--- config.mk ---
export PLATFORM = sky130hd
export DESIGN_NAME = serial_add_ctrl
export DESIGN_NICKNAME = d
export VERILOG_FILES = /design/src/rtl/serial_add_pkg.sv /design/src/rtl/fa_bit_cell.sv /design/src/rtl/serial_add_ctrl.sv
export SDC_FILE = /design/constraint.sdc
export NUM_CORES = 1
export LEC_CHECK = 0
export ABC_AREA = 1
export CELL_PAD_IN_SITES_DETAIL_PLACEMENT = 0
export CELL_PAD_IN_SITES_GLOBAL_PLACEMENT = 2
export CORE_MARGIN = 2
export CORE_UTILIZATION = 31
export CTS_CLUSTER_DIAMETER = 60
export CTS_CLUSTER_SIZE = 12
export DETAILED_ROUTE_END_ITERATION = 8
export MAX_ROUTING_LAYER = met4
export PLACE_DENSITY = 0.83
export SYNTH_ARGS = -nofsm -noshare
export SYNTH_HDL_FRONTEND = slang
export SYNTH_HIERARCHICAL = 1
export SYNTH_SLANG_ARGS = --single-unit
--- constraint.sdc ---
create_clock -name clk -period 2.5 [get_ports clk]
set_input_delay 0.5 -clock clk [delete_from_list [all_inputs] [get_ports clk]]
set_output_delay 0.5 -clock clk [all_outputs]
set_load 0.005 [all_outputs]
--- src/rtl/serial_add_pkg.sv ---
// Shared types and width limits for the bit-serial adder controller.
package serial_add_pkg;

  typedef enum logic [1:0] {
    IDLE = 2'd0,
    RUN  = 2'd1,
    DONE = 2'd2
  } state_e;

  localparam int WIDTH_MIN = 2;
  localparam int WIDTH_MAX = 32;

endpackage

--- src/rtl/fa_bit_cell.sv ---
// Single-bit full adder: the one arithmetic cell the serial controller reuses every clock.
module fa_bit_cell (
  input  logic a,
  input  logic b,
  input  logic cin,
  output logic sum,
  output logic carry
);

  assign sum   = a ^ b ^ cin;
  assign carry = (a & b) | (cin & (a ^ b));

endmodule

--- src/rtl/serial_add_ctrl.sv ---
// Bit-serial adder: one full-adder cell stepped over WIDTH bits, LSB first, with valid/ready on both sides.
// Optional macro SERIAL_ADD_SUB_EN adds a 'sub' input that turns the operation into a - b.
module serial_add_ctrl
  import serial_add_pkg::*;
#(
  parameter  int WIDTH = 8,
  localparam int CNT_W = $clog2(WIDTH)
) (
  input  logic             clk,
  input  logic             rst_n,
  input  logic             in_valid,
  output logic             in_ready,
  input  logic [WIDTH-1:0] a,
  input  logic [WIDTH-1:0] b,
  input  logic             cin,
`ifdef SERIAL_ADD_SUB_EN
  input  logic             sub,
`endif
  output logic             out_valid,
  input  logic             out_ready,
  output logic [WIDTH-1:0] sum,
  output logic             cout,
  output logic             ovf,
  output logic             busy
);

  if (WIDTH < WIDTH_MIN || WIDTH > WIDTH_MAX) begin : g_width_check
    $error("serial_add_ctrl: WIDTH out of range 2..32");
  end

  state_e             state_q, state_d;
  logic [WIDTH-1:0]   a_sh_q, a_sh_d;
  logic [WIDTH-1:0]   b_sh_q, b_sh_d;
  logic [WIDTH-1:0]   sum_q, sum_d;
  logic [CNT_W-1:0]   cnt_q, cnt_d;
  logic               carry_q, carry_d;
  logic               cout_q, cout_d;
  logic               ovf_q, ovf_d;
  logic               in_ready_q, in_ready_d;
  logic               out_valid_q, out_valid_d;
  logic               busy_q, busy_d;

  logic [WIDTH-1:0]   b_load;
  logic               cin_load;
  logic               cell_s, cell_c;
  logic               last_bit;

  // Subtraction is a + ~b + 1, so only the loaded B value and initial carry change.
`ifdef SERIAL_ADD_SUB_EN
  assign b_load   = sub ? ~b : b;
  assign cin_load = sub ? 1'b1 : cin;
`else
  assign b_load   = b;
  assign cin_load = cin;
`endif

  assign last_bit = (cnt_q == CNT_W'(WIDTH - 1));

  fa_bit_cell u_cell (
    .a     (a_sh_q[0]),
    .b     (b_sh_q[0]),
    .cin   (carry_q),
    .sum   (cell_s),
    .carry (cell_c)
  );

  always_comb begin
    state_d     = state_q;
    a_sh_d      = a_sh_q;
    b_sh_d      = b_sh_q;
    sum_d       = sum_q;
    cnt_d       = cnt_q;
    carry_d     = carry_q;
    cout_d      = cout_q;
    ovf_d       = ovf_q;
    in_ready_d  = in_ready_q;
    out_valid_d = out_valid_q;
    busy_d      = busy_q;
    unique case (state_q)
      IDLE: begin
        if (in_valid) begin
          a_sh_d     = a;
          b_sh_d     = b_load;
          carry_d    = cin_load;
          cnt_d      = '0;
          sum_d      = '0;
          state_d    = RUN;
          in_ready_d = 1'b0;
          busy_d     = 1'b1;
        end
      end
      RUN: begin
        sum_d   = {cell_s, sum_q[WIDTH-1:1]};
        carry_d = cell_c;
        a_sh_d  = a_sh_q >> 1;
        b_sh_d  = b_sh_q >> 1;
        cnt_d   = cnt_q + CNT_W'(1);
        if (last_bit) begin
          // carry_q is the carry into the MSB; cell_c is the carry out of it.
          cout_d      = cell_c;
          ovf_d       = carry_q ^ cell_c;
          state_d     = DONE;
          out_valid_d = 1'b1;
        end
      end
      DONE: begin
        if (out_ready) begin
          state_d     = IDLE;
          out_valid_d = 1'b0;
          in_ready_d  = 1'b1;
          busy_d      = 1'b0;
        end
      end
      default: begin
        state_d     = IDLE;
        out_valid_d = 1'b0;
        in_ready_d  = 1'b1;
        busy_d      = 1'b0;
      end
    endcase
  end

  always_ff @(posedge clk) begin
    if (!rst_n) begin
      state_q     <= IDLE;
      sum_q       <= '0;
      cnt_q       <= '0;
      carry_q     <= 1'b0;
      cout_q      <= 1'b0;
      ovf_q       <= 1'b0;
      in_ready_q  <= 1'b1;
      out_valid_q <= 1'b0;
      busy_q      <= 1'b0;
    end else begin
      state_q     <= state_d;
      sum_q       <= sum_d;
      cnt_q       <= cnt_d;
      carry_q     <= carry_d;
      cout_q      <= cout_d;
      ovf_q       <= ovf_d;
      in_ready_q  <= in_ready_d;
      out_valid_q <= out_valid_d;
      busy_q      <= busy_d;
    end
  end

  // Operand shifters are pure datapath; they are always reloaded on acceptance.
  always_ff @(posedge clk) begin
    a_sh_q <= a_sh_d;
    b_sh_q <= b_sh_d;
  end

  assign in_ready  = in_ready_q;
  assign out_valid = out_valid_q;
  assign sum       = sum_q;
  assign cout      = cout_q;
  assign ovf       = ovf_q;
  assign busy      = busy_q;

endmodule

# == Word level (Yosys, flattened, before mapping) ==
# Index checks and enable logic that the tools add are counted.
# totals
out_inout_bits,13
ff_bits,35
inputBits,21
# classes
n_bitwise,8
n_reduce_logical,7
muxes,22
n_addsub,1
eq_ne,6
# ops
op,n
case mux 8 bit (2 select lines),3
two-way mux 8 bit,3
case mux 1 bit (3 select lines),3
AND reduction 3 bit,3
two-way mux 1 bit,6
two-way mux 2 bit,3
"!= test 2 bit, second input constant",3
case mux 2 bit (3 select lines),1
case mux 3 bit (2 select lines),1
AND reduction 2 bit,2
"adder 3 x 1 -> 3 bit, second input constant",1
"equality test 3 bit, second input constant",1
two-way mux 3 bit,1
XOR 1 bit,3
AND 1 bit,2
"equality test 2 x 1 -> 1 bit, second input constant",1
"equality test 2 bit, second input constant",1
logical NOT 2 bit,1
inverter 1 bit,2
case mux 1 bit (2 select lines),1
nonzero test 2 bit,1
bitwise OR 1 bit,1

# == Depth between registers and ports, before layout ==
# depth
word_depth,4
ltp_mapped,8
depth_no_buf,7

# == Cells and area by module ==
# Netlist, hierarchy kept.
# by_module_without_submodules
mod,seq_area_each_um2,instances,area_per_inst_um2,cells_each
serial_add_ctrl,860.8,1,1428.9,161
fa_bit_cell,0.0,1,20.0,1

# == Worst setup path before layout ==
# OpenSTA, ideal clock, no wires.
# synth_path
path_kind,register -> register
start,register a_sh_q[0]
end,register carry_q
path_buffers,0
synth_period_minus_slack_ps,1182
setup_slack_ps,1318
setup_time_ps,120
arrival_ps,1062
path_stages_with_launch,6
cell_sequence,edfxtp_1 fa_1 nand2_1 nand2_1 nand2_1 a21oi_1
# synth_between
elab_chain_len,4
# synth_lines
item,line,text
"start, declared",serial_add_ctrl.sv:32,"logic [WIDTH-1:0] a_sh_q, a_sh_d;"
"start signal, assigned",serial_add_ctrl.sv:149,a_sh_q <= a_sh_d;
XOR 1 bit,fa_bit_cell.sv:11,assign carry = (a & b) | (cin & (a ^ b));
AND 1 bit,fa_bit_cell.sv:11,
bitwise OR 1 bit (*),fa_bit_cell.sv:11,
named net cell_c,serial_add_ctrl.sv:45,"logic cell_s, cell_c;"
case mux 1 bit (2 select lines) (*),serial_add_ctrl.sv:79,unique case (state_q)
"end signal, assigned",serial_add_ctrl.sv:138,carry_q <= carry_d;
"end, declared",serial_add_ctrl.sv:36,"logic carry_q, carry_d;"
# The timed path passes the listed nets; every way through them passes the cells marked *.
# A chain may end at the register's enable or synchronous reset.

# == Worst setup path in the final report ==
# layout_path
start,"register sum_q[7], in the netlist sum[7]"
end,output sum[7]
# layout_lines
item,line,text
"start, declared",serial_add_ctrl.sv:34,"logic [WIDTH-1:0] sum_q, sum_d;"
"start signal, assigned",serial_add_ctrl.sv:136,sum_q <= sum_d;
"end, declared",serial_add_ctrl.sv:21,"output logic [WIDTH-1:0] sum,"
# No word-level cell between the ends.

==> impl_results.md <==
* Run status: finished clean
* R2r worst-path depth at 7
* Clock Latency Late Sink at roughly 290 ps
* Initial antenna violation count at 0
* Global-route wire length before repair at 4840 um
* Compound-Gate Fraction of Synth Area at 7.60%
* Switching Share at a little under a quarter
* Max Slew Vio Count at 0
* Ant diodes at 0
* Area growth syn-to-layout at 32.0%
* Avg Vias per Cell at 4.50
* Leading post-synthesis cells by instance count: 73 x nand2_1, 19 x dfxtp_1, 17 x a21oi_1, 16 x edfxtp_1, 8 x inv_1
* Worst min-delay path class: reg -> reg
* Hold path depth at 2
* Post-Synthesis Cells at approximately 160
* Drt pass-1 iters at 4
* Root Driver: clkbuf_8
* Share of power burned in registers at about half
* Post-CTS Setup Inserts at 0
* Vias in the first global route at roughly 1,100
* Die area at approximately 0.0052 mm^2
* Mapped Nets at between 150 and 200
* Cts bufs inserted at 5
* Starting Density at roughly a third
* Cell taking the most area after synthesis: edfxtp_1
* Internal cell power at approximately 1 mW
* Final setup fails at 0
* Final worst-path cycle share at between 60% and 70%
* Row cnt at 24
* DRC errors left at 0
* WHS Endpoint: in_ready
* Post-route cell area at between 0.0015 and 0.002 mm^2
* Worst path max stage delay at about 510 ps
* Sinks on Clock Net at 35
* IO Count at 34
* Final Util at between 40% and 50%
* DP Area at 0.00180 mm^2
* Crit path buf inv count at 1
* Clock buffer depth at 2
* GRT Resource Usage Total at between 10% and 20%
* Largest net degree at the start of global routing at 30
* Leakage power at approximately 0.77 nW
* Most numerous cell in the Yosys netlist: nand2_1
* DR WL/cell at approximately 11 um
* DIE HEIGHT at 72.4 um
* Post-CTS Hold Buffers at 0
* Post-synth top flop: dfxtp_1
* Sequential area share after synthesis at 59.4%
* Slew @ Worst Pin at just under 500 ps
* Max FO, Critical Path at 3
* Worst vdd ir at 0.000385 V
* Worst path cell trace: clkdlybuf4s50_1
* Share of post-route cells with drive strength above 1 at 6.60%
* Async S/R FF share, synth at 0%
* Met1 wire length at around 1300 um
* Yosys reg bits at 35
* Worst-path clk slew at ~70 ps
* Reg-to-reg critical path endpoint: carry_q
* Max frequency at ~0.6 GHz
* Gate power share at 10.9%
* Horiz. Die Dim at roughly 72 um
* Overflow after GRT at 0
* Crit Path Class: reg -> out
* Met3 WL at approximately 210 um
* Met2 WL at 1250 um
* Drt total wl at 2800 um
* Crit end category: primary output
* Ranking of synthesized cells by area: edfxtp_1 33%, dfxtp_1 26%, nand2_1 19%, a21oi_1 5.9%, inv_1 2.1%
* Worst reg2reg setup slack at 1070 ps
* Simple-gate share of the synthesized area at between 20% and 30%
* Post-synth top area share at around 33%
* Worst EP required at around 2000 ps
* Total of warnings raised by yosys at 6
* Routed Antenna Nets at 0
* CTS tree: yes
* Gpl congestion at between 0.7 and 0.8
* RSZ-0062 raised after global routing: false
* Tmin final at 1670 ps
* Avg Inst Size Synth at between 8 and 9 um^2
* Worst path top cell family by delay: buffers and inverters
* CTS resizes at 0
* Unique masters post-synth at 19
* H-tree depth at 2
* Clock Skews at roughly 4.7 ps
* Data arrival time of the worst path at between 1000 and 1500 ps
* Synth Area in XOR/XNOR at 0.604%
* Worst reg2reg startpoint: state_q[1]
* Top sig layer: met4
* Sw Pwr at ~0.3 mW
* Max cap viols at 0
* Number of synthesized flops with an enable pin at 16
* Synth Cell Area at 0.00145 mm^2
* Vias post-DR at about 1,100
* Port Buffers at 33
* Max_slew headroom at 67.8%
* NumNets Final at 220
* Post-synthesis adder-cell area fraction at 3.11%
* Main combinational cell family by area after synthesis: simple AND/OR/NAND/NOR gates
* Clock Power Share at a little under two fifths
* Setup TNS at 0 ps
* Highest-delay cell along the critical path: clkdlybuf4s50_1
* DP Wirelength at 1880 um
* PwrDens at just under 700 mW/mm^2
* Min-delay src: in_ready
* Hold Violations, Final at 0
* Core Box Area at about 0.0044 mm^2
* Initial DRC count at 48
* Fraction of synthesized area in multiplexers at 0%
* Crit start category: register
[metal layers]
metal | vias to the layer above | track usage [%]
met1 | 501 | 15.8
li1 | 584 | -
met4 | 0 | 5.66
met5 | - | -
met3 | 5 | 5.42
met2 | 30 | 17.9
[layout make-up]
cell class	instances	area (um^2)
clock inverter	1	5.00
tap	52	65.1
timing repair buffer	33	330
sequential	35	861
inverter	10	37.5
clock buffer	7	108
fill	425	2500
multi-input combinational	111	507
[per-stage QoR]
step	setup slack (ps)	hold WS, ps	std cells	total power [mW]
after floorplan	1320	428	162	0.770
after global placement	735	442	241	0.826
after detailed placement	715	454	241	0.829
after CTS	814	468	249	1.32
after global routing	771	491	249	1.38
final	832	463	249	1.31
[cell families after synthesis]
| kind of cell | count (synthesis) |
|---|---|
| simple gates | 85 |
| flops | 35 |
| compound gates | 22 |
| xor+xnor | 1 |
| fa+ha+maj | 3 |
| buf+inv | 16 |
[cell usage in the layout (no fill, tap or decap)]
| master | n |
|---|---|
| inv_2 | 2 |
| nand2_2 | 1 |
| ha_1 | 2 |
| dfxtp_1 | 19 |
| clkinv_2 | 1 |
| nand3b_1 | 1 |
| a21oi_1 | 17 |
| xnor2_1 | 1 |
| clkdlybuf4s50_1 | 33 |
| o21ai_0 | 5 |
| clkbuf_16 | 1 |
| nor2_1 | 6 |
| nand2_4 | 2 |
| nand2_1 | 73 |
| fa_1 | 1 |
| edfxtp_1 | 16 |
| nand3_1 | 2 |
| inv_1 | 8 |
| clkbuf_8 | 6 |
[sequential cells by signal, indices dropped and copies added, names as in the netlist]
signal	count
a_sh_q	8
b_sh_q	8
busy	1
carry_q	1
cnt_q	3
cout	1
in_ready	1
out_valid	1
ovf	1
state_q	2
sum	8
[worst max-delay path by stage]
| stage | slack (ps) | cells past startpoint | startpoint | endpoint |
|---|---|---|---|---|
| 2_1_floorplan | 1320 | 5 | a_sh_q[0] | carry_q |
| 3_3_place_gp | 730 | 6 | in_valid | sum[7] |
| 3_5_place_dp | 710 | 6 | in_valid | sum[4] |
| 4_1_cts | 810 | 1 | sum[7] | sum[7] |
| 5_1_grt | 770 | 1 | sum[5] | sum[5] |
| 6_report | 830 | 1 | sum[7] | sum[7] |
[power by group through the flow]
stage | clock (mW) | sequential [mW] | combinational [mW]
after floorplan | 0 | 0.677 | 0.0924
after global placement | 0 | 0.680 | 0.146
after detailed placement | 0 | 0.681 | 0.148
after CTS | 0.505 | 0.669 | 0.148
after global routing | 0.538 | 0.673 | 0.166
final | 0.496 | 0.668 | 0.143
Note: power is estimated with default switching activity, not from simulation.
